### config.mk
export PLATFORM = sky130hd
export DESIGN_NAME = vc_pop_scheduler
export DESIGN_NICKNAME = d
export VERILOG_FILES = /design/src/rtl/vc_pop_scheduler_pkg.sv /design/src/rtl/vc_pop_scheduler_sat_counter.sv /design/src/rtl/vc_pop_scheduler.sv
export SDC_FILE = /design/constraint.sdc
export NUM_CORES = 1
export LEC_CHECK = 0
export BUFFER_PORTS_ARGS = -buffer_cell sky130_fd_sc_hd__buf_2
export CAP_MARGIN = 20
export CORE_UTILIZATION = 50
export CTS_BUF_LIST = sky130_fd_sc_hd__clkbuf_4
export CTS_CLUSTER_SIZE = 25
export DETAILED_ROUTE_END_ITERATION = 12
export PLACE_DENSITY = 0.83
export SLEW_MARGIN = 20
export SYNTH_ARGS = -nofsm -noshare
export SYNTH_HDL_FRONTEND = slang
export SYNTH_SLANG_ARGS = --single-unit
### constraint.sdc
create_clock -name clk -period 2.22 [get_ports clk]
set_input_delay 0.333 -clock clk [delete_from_list [all_inputs] [get_ports clk]]
set_output_delay 0.333 -clock clk [all_outputs]
set_load 0.01 [all_outputs]
### src/rtl/vc_pop_scheduler_pkg.sv
// Shared encodings and defaults for the VC pop scheduler.
package vc_pop_scheduler_pkg;

  typedef enum logic [1:0] {
    ST_IDLE     = 2'd0,
    ST_VC0_TURN = 2'd1,
    ST_VC1_TURN = 2'd2,
    ST_PAUSED   = 2'd3
  } state_e;

  typedef enum logic {
    VC0 = 1'b0,
    VC1 = 1'b1
  } vc_e;

  localparam int DEF_WEIGHT_W    = 3;
  localparam int DEF_STALL_LIMIT = 8;
  localparam int DEF_STALL_W     = 4;

endpackage

### src/rtl/vc_pop_scheduler_sat_counter.sv
// Saturating up-counter with synchronous clear (clear wins over increment).
module vc_pop_scheduler_sat_counter #(
  parameter int W = 3
) (
  input  logic         clk,
  input  logic         rst_n,
  input  logic         i_inc,
  input  logic         i_clr,
  output logic [W-1:0] o_cnt
);

  logic [W-1:0] r_cnt;

  // Count up on i_inc, stick at all-ones, drop to zero on i_clr.
  always_ff @(posedge clk or negedge rst_n) begin
    if (!rst_n)                       r_cnt <= '0;
    else if (i_clr)                   r_cnt <= '0;
    else if (i_inc && (r_cnt != '1))  r_cnt <= r_cnt + W'(1);
  end

  assign o_cnt = r_cnt;

endmodule

### src/rtl/vc_pop_scheduler.sv
// Weighted pop scheduler for the VC0/VC1 FIFOs. VC0 is preferred, but after
// max(weight_vc0,1) back-to-back VC0 grants with VC1 waiting, VC1 is served.
module vc_pop_scheduler
  import vc_pop_scheduler_pkg::*;
#(
  parameter int WEIGHT_W    = DEF_WEIGHT_W,
  parameter int STALL_LIMIT = DEF_STALL_LIMIT,
  parameter int STALL_W     = DEF_STALL_W
) (
  input  logic                clk,
  input  logic                reset_L,
  input  logic                enable,
  input  logic [WEIGHT_W-1:0] weight_vc0,
  input  logic                fifo_empty_vc0,
  input  logic                fifo_empty_vc1,
  input  logic                pausa_d0,
  input  logic                pausa_d1,
  output logic                pop_vc0,
  output logic                pop_vc1,
  output logic                valid_out,
  output logic                sel_vc,
  output logic                stall,
  output logic [1:0]          state_o
);

  state_e              r_state;
  state_e              w_next;
  logic                r_pause_q;
  logic                r_pop_vc0;
  logic                r_pop_vc1;
  logic                r_valid;
  logic                r_sel;
  logic                w_work;
  logic [WEIGHT_W-1:0] w_weight_eff;
  logic [WEIGHT_W-1:0] w_credit;
  logic [STALL_W-1:0]  w_stall_cnt;

  assign w_work       = ~fifo_empty_vc0 | ~fifo_empty_vc1;
  assign w_weight_eff = (weight_vc0 == '0) ? WEIGHT_W'(1) : weight_vc0;

  // Next-state decision on current flags; the pops are a registered image of it,
  // so a pop is only ever issued from a state chosen while that FIFO was non-empty.
  always_comb begin
    w_next = ST_VC0_TURN;
    if (!enable || !w_work)
      w_next = ST_IDLE;
    else if (r_pause_q)
      w_next = ST_PAUSED;
    else if (!fifo_empty_vc1 && (fifo_empty_vc0 || (w_credit >= w_weight_eff)))
      w_next = ST_VC1_TURN;
  end

  // FSM state, registered pops and the one-cycle-later mux valid/select.
  always_ff @(posedge clk or negedge reset_L) begin
    if (!reset_L) begin
      r_state   <= ST_IDLE;
      r_pop_vc0 <= 1'b0;
      r_pop_vc1 <= 1'b0;
      r_valid   <= 1'b0;
      r_sel     <= VC0;
    end else begin
      r_state   <= w_next;
      r_pop_vc0 <= (w_next == ST_VC0_TURN);
      r_pop_vc1 <= (w_next == ST_VC1_TURN);
      r_valid   <= r_pop_vc0 | r_pop_vc1;
      r_sel     <= r_pop_vc1 ? VC1 : VC0;
    end
  end

  // Destination pause is registered once; all decisions use the registered copy.
  always_ff @(posedge clk or negedge reset_L) begin
    if (!reset_L) r_pause_q <= 1'b0;
    else          r_pause_q <= pausa_d0 | pausa_d1;
  end

  // Credit counts VC0 grants issued while VC1 waits; it updates on the same edge
  // as the pop register so the count always equals the VC0 pops already issued.
  vc_pop_scheduler_sat_counter #(.W(WEIGHT_W)) u_credit (
    .clk   (clk),
    .rst_n (reset_L),
    .i_inc ((w_next == ST_VC0_TURN) & ~fifo_empty_vc1),
    .i_clr ((w_next == ST_VC1_TURN) | fifo_empty_vc1),
    .o_cnt (w_credit)
  );

  // Stall counter tracks how long we have sat in PAUSED; it clears on leaving.
  vc_pop_scheduler_sat_counter #(.W(STALL_W)) u_stall (
    .clk   (clk),
    .rst_n (reset_L),
    .i_inc ((w_next == ST_PAUSED) & enable),
    .i_clr (w_next != ST_PAUSED),
    .o_cnt (w_stall_cnt)
  );

  assign pop_vc0   = r_pop_vc0;
  assign pop_vc1   = r_pop_vc1;
  assign valid_out = r_valid;
  assign sel_vc    = r_sel;
  assign stall     = (w_stall_cnt >= STALL_W'(STALL_LIMIT));
  assign state_o   = r_state;

endmodule

==> qor.log <==
INFO  place          placed_insts=102
INFO  timing         whs=0.244ns
INFO  die            num_io_pins=17
INFO  synth          synth.area.top_cells=dfrtp_1 (45%), ha_1 (11%), a221o_1 (3.9%)
INFO  synth          synth.avg_cell_area=10.6um2
INFO  grt            grt_use_met3=3.19%
INFO  cts            clkSlewWorstSetupHoldPaths=0.08ns
INFO  grt            grt_antenna_before_repair=0
INFO  timing         slew_headroom=80.0%
INFO  status         status=finished clean
INFO  grt            grt_util_all_layers=18.4%
INFO  grt            global_route.peak_usage_layer=met2
INFO  run            drv_cap=0
INFO  setup_path     cp_top_family=compound AO/OA/AOI/OAI gates
INFO  setup_path     endpoint_kind=flop
INFO  timing         maxSlewViolCount=0
INFO  timing         fin_crit_sh=77.6%
INFO  routing        drt_first_iter_violations=15
INFO  synth          synth_top_flop_cell=dfrtp_1
INFO  synth          netlist-cell-type-count=28
INFO  routing        num_vias=575
INFO  timing         layout_setup_ws=0.496ns
INFO  synth          synth-edff-count=0
INFO  synth          post_synth_instance_area=772um2
INFO  routing        detail_route.wl_per_cell=11.2um
INFO  place          dp_slack=0.447ns
INFO  cts            cts_tree=done
INFO  grt            grt_max_degree=15
INFO  synth          synthDominantCellAreaShare=45.4%
INFO  grt            grt_pass1_vias=536
INFO  cells_and_area synthToLayoutAreaGrowth=15.6%
INFO  place          dp_hpwl=981um
INFO  cts            max-clock-path-buffers=2
INFO  grt            grt_use_met1=20.2%
INFO  timing         finClkSkew=0.00299ns
INFO  setup_path     worstRegToRegCells=5
INFO  hold_path      hold_class=input pin to flop
INFO  synth          synthMostInstantiatedCell=dfrtp_1
INFO  synth          async_flop_share=100%
INFO  die            fp-row-count=13
INFO  setup_path     worstSetupPathDepth=5
INFO  die            die-area=1710um2
INFO  hold_path      hold-path-cell-count=2
INFO  setup_path     crit_arrival=1.93ns
INFO  timing         rsz0062_at_grt=no
INFO  setup_path     setup.worst_path.start_class=flop
INFO  timing         fmaxAchievable=580MHz
INFO  power_and_ir_drop power_density=528nW/um2
INFO  place          gp_congestion=0.781
INFO  cts            cts.root.buffer_cell=clkbuf_4
INFO  grt            grt.overflow.total=0
INFO  synth          synth-seq-cells=14
INFO  setup_path     worst_ep_required_time=2.43ns
INFO  power_and_ir_drop power.leakage=0.481nW
INFO  grt            global_route.usage.met2=33.6%
INFO  routing        via_per_inst=5.37
INFO  routing        drc_errors=0
INFO  timing         fin_setup_tns=0ns
INFO  cells_and_area nFillCells=113
INFO  cts            clkLatencyLatePin=0.27ns
INFO  timing         hold_violations=0
INFO  cells_and_area fraction_of_final_layout_cells_with_drive_strength_greater_than_1=27.2%
INFO  synth          synth_top_cells_by_count=dfrtp_1 (14), ha_1 (7), inv_1 (7), nor2_1 (7), nand2_1 (5)
INFO  cts            post_cts_resize_count=0
INFO  grt            grt_first_pass_wirelength=2030um
INFO  synth          synth.yosys.seq_area_share=45.4%
INFO  cells_and_area final_util=65.3%
INFO  setup_path     critical_path_peak_fanout=6
INFO  place          numPortBuffers=16
INFO  routing        drt.antenna.violating_nets=0
INFO  setup_path     critical_path.max_stage_delay=0.41ns
INFO  timing         worst_slew_pin_slew=0.298ns
INFO  cells_and_area n_antenna_cell=0
INFO  die            core_area=1370um2
INFO  timing         setup_viol=0
INFO  die            die_w=41.3um
INFO  cts            ctsHoldBuffers=1
INFO  cts            total_cts_buffers=3
INFO  routing        drt_pre_antenna_iters=4
INFO  timing         finalCriticalPeriod=1.72ns
INFO  setup_path     cp_cell_sequence=ha_1 -> a211o_1 -> a31oi_2 -> and4b_1 -> a221o_1
INFO  die            fp.dieH=41.3um
INFO  cts            numClockSinks=14
INFO  synth          synth_nets=90
INFO  setup_path     timing.critical_path.slowest_stage_cell=dfrtp_1
INFO  cells_and_area fin_nets=110
INFO  routing        finalWirelength=1200um
INFO  cells_and_area fin_cells=107
INFO  synth          yosys_warnings=0
INFO  setup_path     critical_path.n_buffers_inverters=0
INFO  power_and_ir_drop peakVddDrop=269uV
INFO  cts            cts_max_level=1
INFO  synth          synth_cells=73
INFO  setup_path     worstSetupPathType=flop to flop
INFO  cts            cts_setup_buffers=0
INFO  die            floorplan.initialDensity=56.5%
INFO  synth          synthDominantAreaCellType=dfrtp_1
==> state kept, by name (all words and copies together) (netlist names) <==
| signal | count |
|---|---|
| state_o | 2 |
| valid_out | 1 |
| u_credit.o_cnt | 3 |
| u_stall.o_cnt | 4 |
| pop_vc1 | 1 |
| sel_vc | 1 |
| pop_vc0 | 1 |
| r_pause_q | 1 |
==> routing by layer <==
layer	vias up	wire length (um)
li1	295	-
met1	253	542
met2	25	548
met3	2	90
met4	0	17
met5	-	0
==> path summary, 6_finish.rpt <==
check | to | from | slack [ns]
max in group asynchronous | pop_vc0 | reset_L | 1.51
max reg2reg | u_credit.o_cnt[1] | u_credit.o_cnt[2] | 0.50
min | r_pause_q | pausa_d0 | 0.24
min in group asynchronous | state_o[0] | reset_L | 0.48
min reg2reg | sel_vc | pop_vc1 | 0.40
max | u_credit.o_cnt[1] | u_credit.o_cnt[2] | 0.50
==> cell type report <==
type | instances | area, um2 | share of cell area [%]
multi-input cells | 50 | 380 | 42.6
flip-flops and latches | 14 | 350 | 39.3
repair buffers | 17 | 90.1 | 10.1
clock inverters | 1 | 3.75 | 0.421
well taps | 15 | 18.8 | 2.10
clock buffers | 3 | 22.5 | 2.52
inverters | 7 | 26.3 | 2.95
==> report_power, final <==
part           switching (W)  total (W)  internal (W)
combinational      0.0000354  0.0000621     0.0000267
clock              0.0000753   0.000140     0.0000650
sequential        0.00000535   0.000268      0.000263
==> logic make-up (layout without fill, tap and decap cells) <==
logic type	Yosys count	in the layout	share of synthesized area [%]
AOI/OAI and AO/OA	13	13	15.7
xor gates and xnor gates	1	1	1.13
adders and majority gates	7	7	11.3
buffers and inverters	9	28	5.35
DFF	14	14	45.4
muxes	1	1	1.30
and+or+nand+nor	28	28	19.8
==> per-stage QoR <==
stage,cell area (um2),power [W]
floorplan,772,0.000312
global placement,856,0.000332
detailed placement,856,0.000335
CTS,892,0.000476
global route,892,0.000495
finish,892,0.000471
==> cells in the final DEF (no fill, tap or decap), types with 3 or more instances in the layout <==
cell,Yosys,layout
a221o_1,3,3
ha_1,7,7
nor2_1,7,7
nand2_1,5,5
inv_1,7,7
clkbuf_4,0,3
nor3_1,3,3
dfrtp_1,14,14
buf_2,0,16
(Power assumes the default switching activity.)
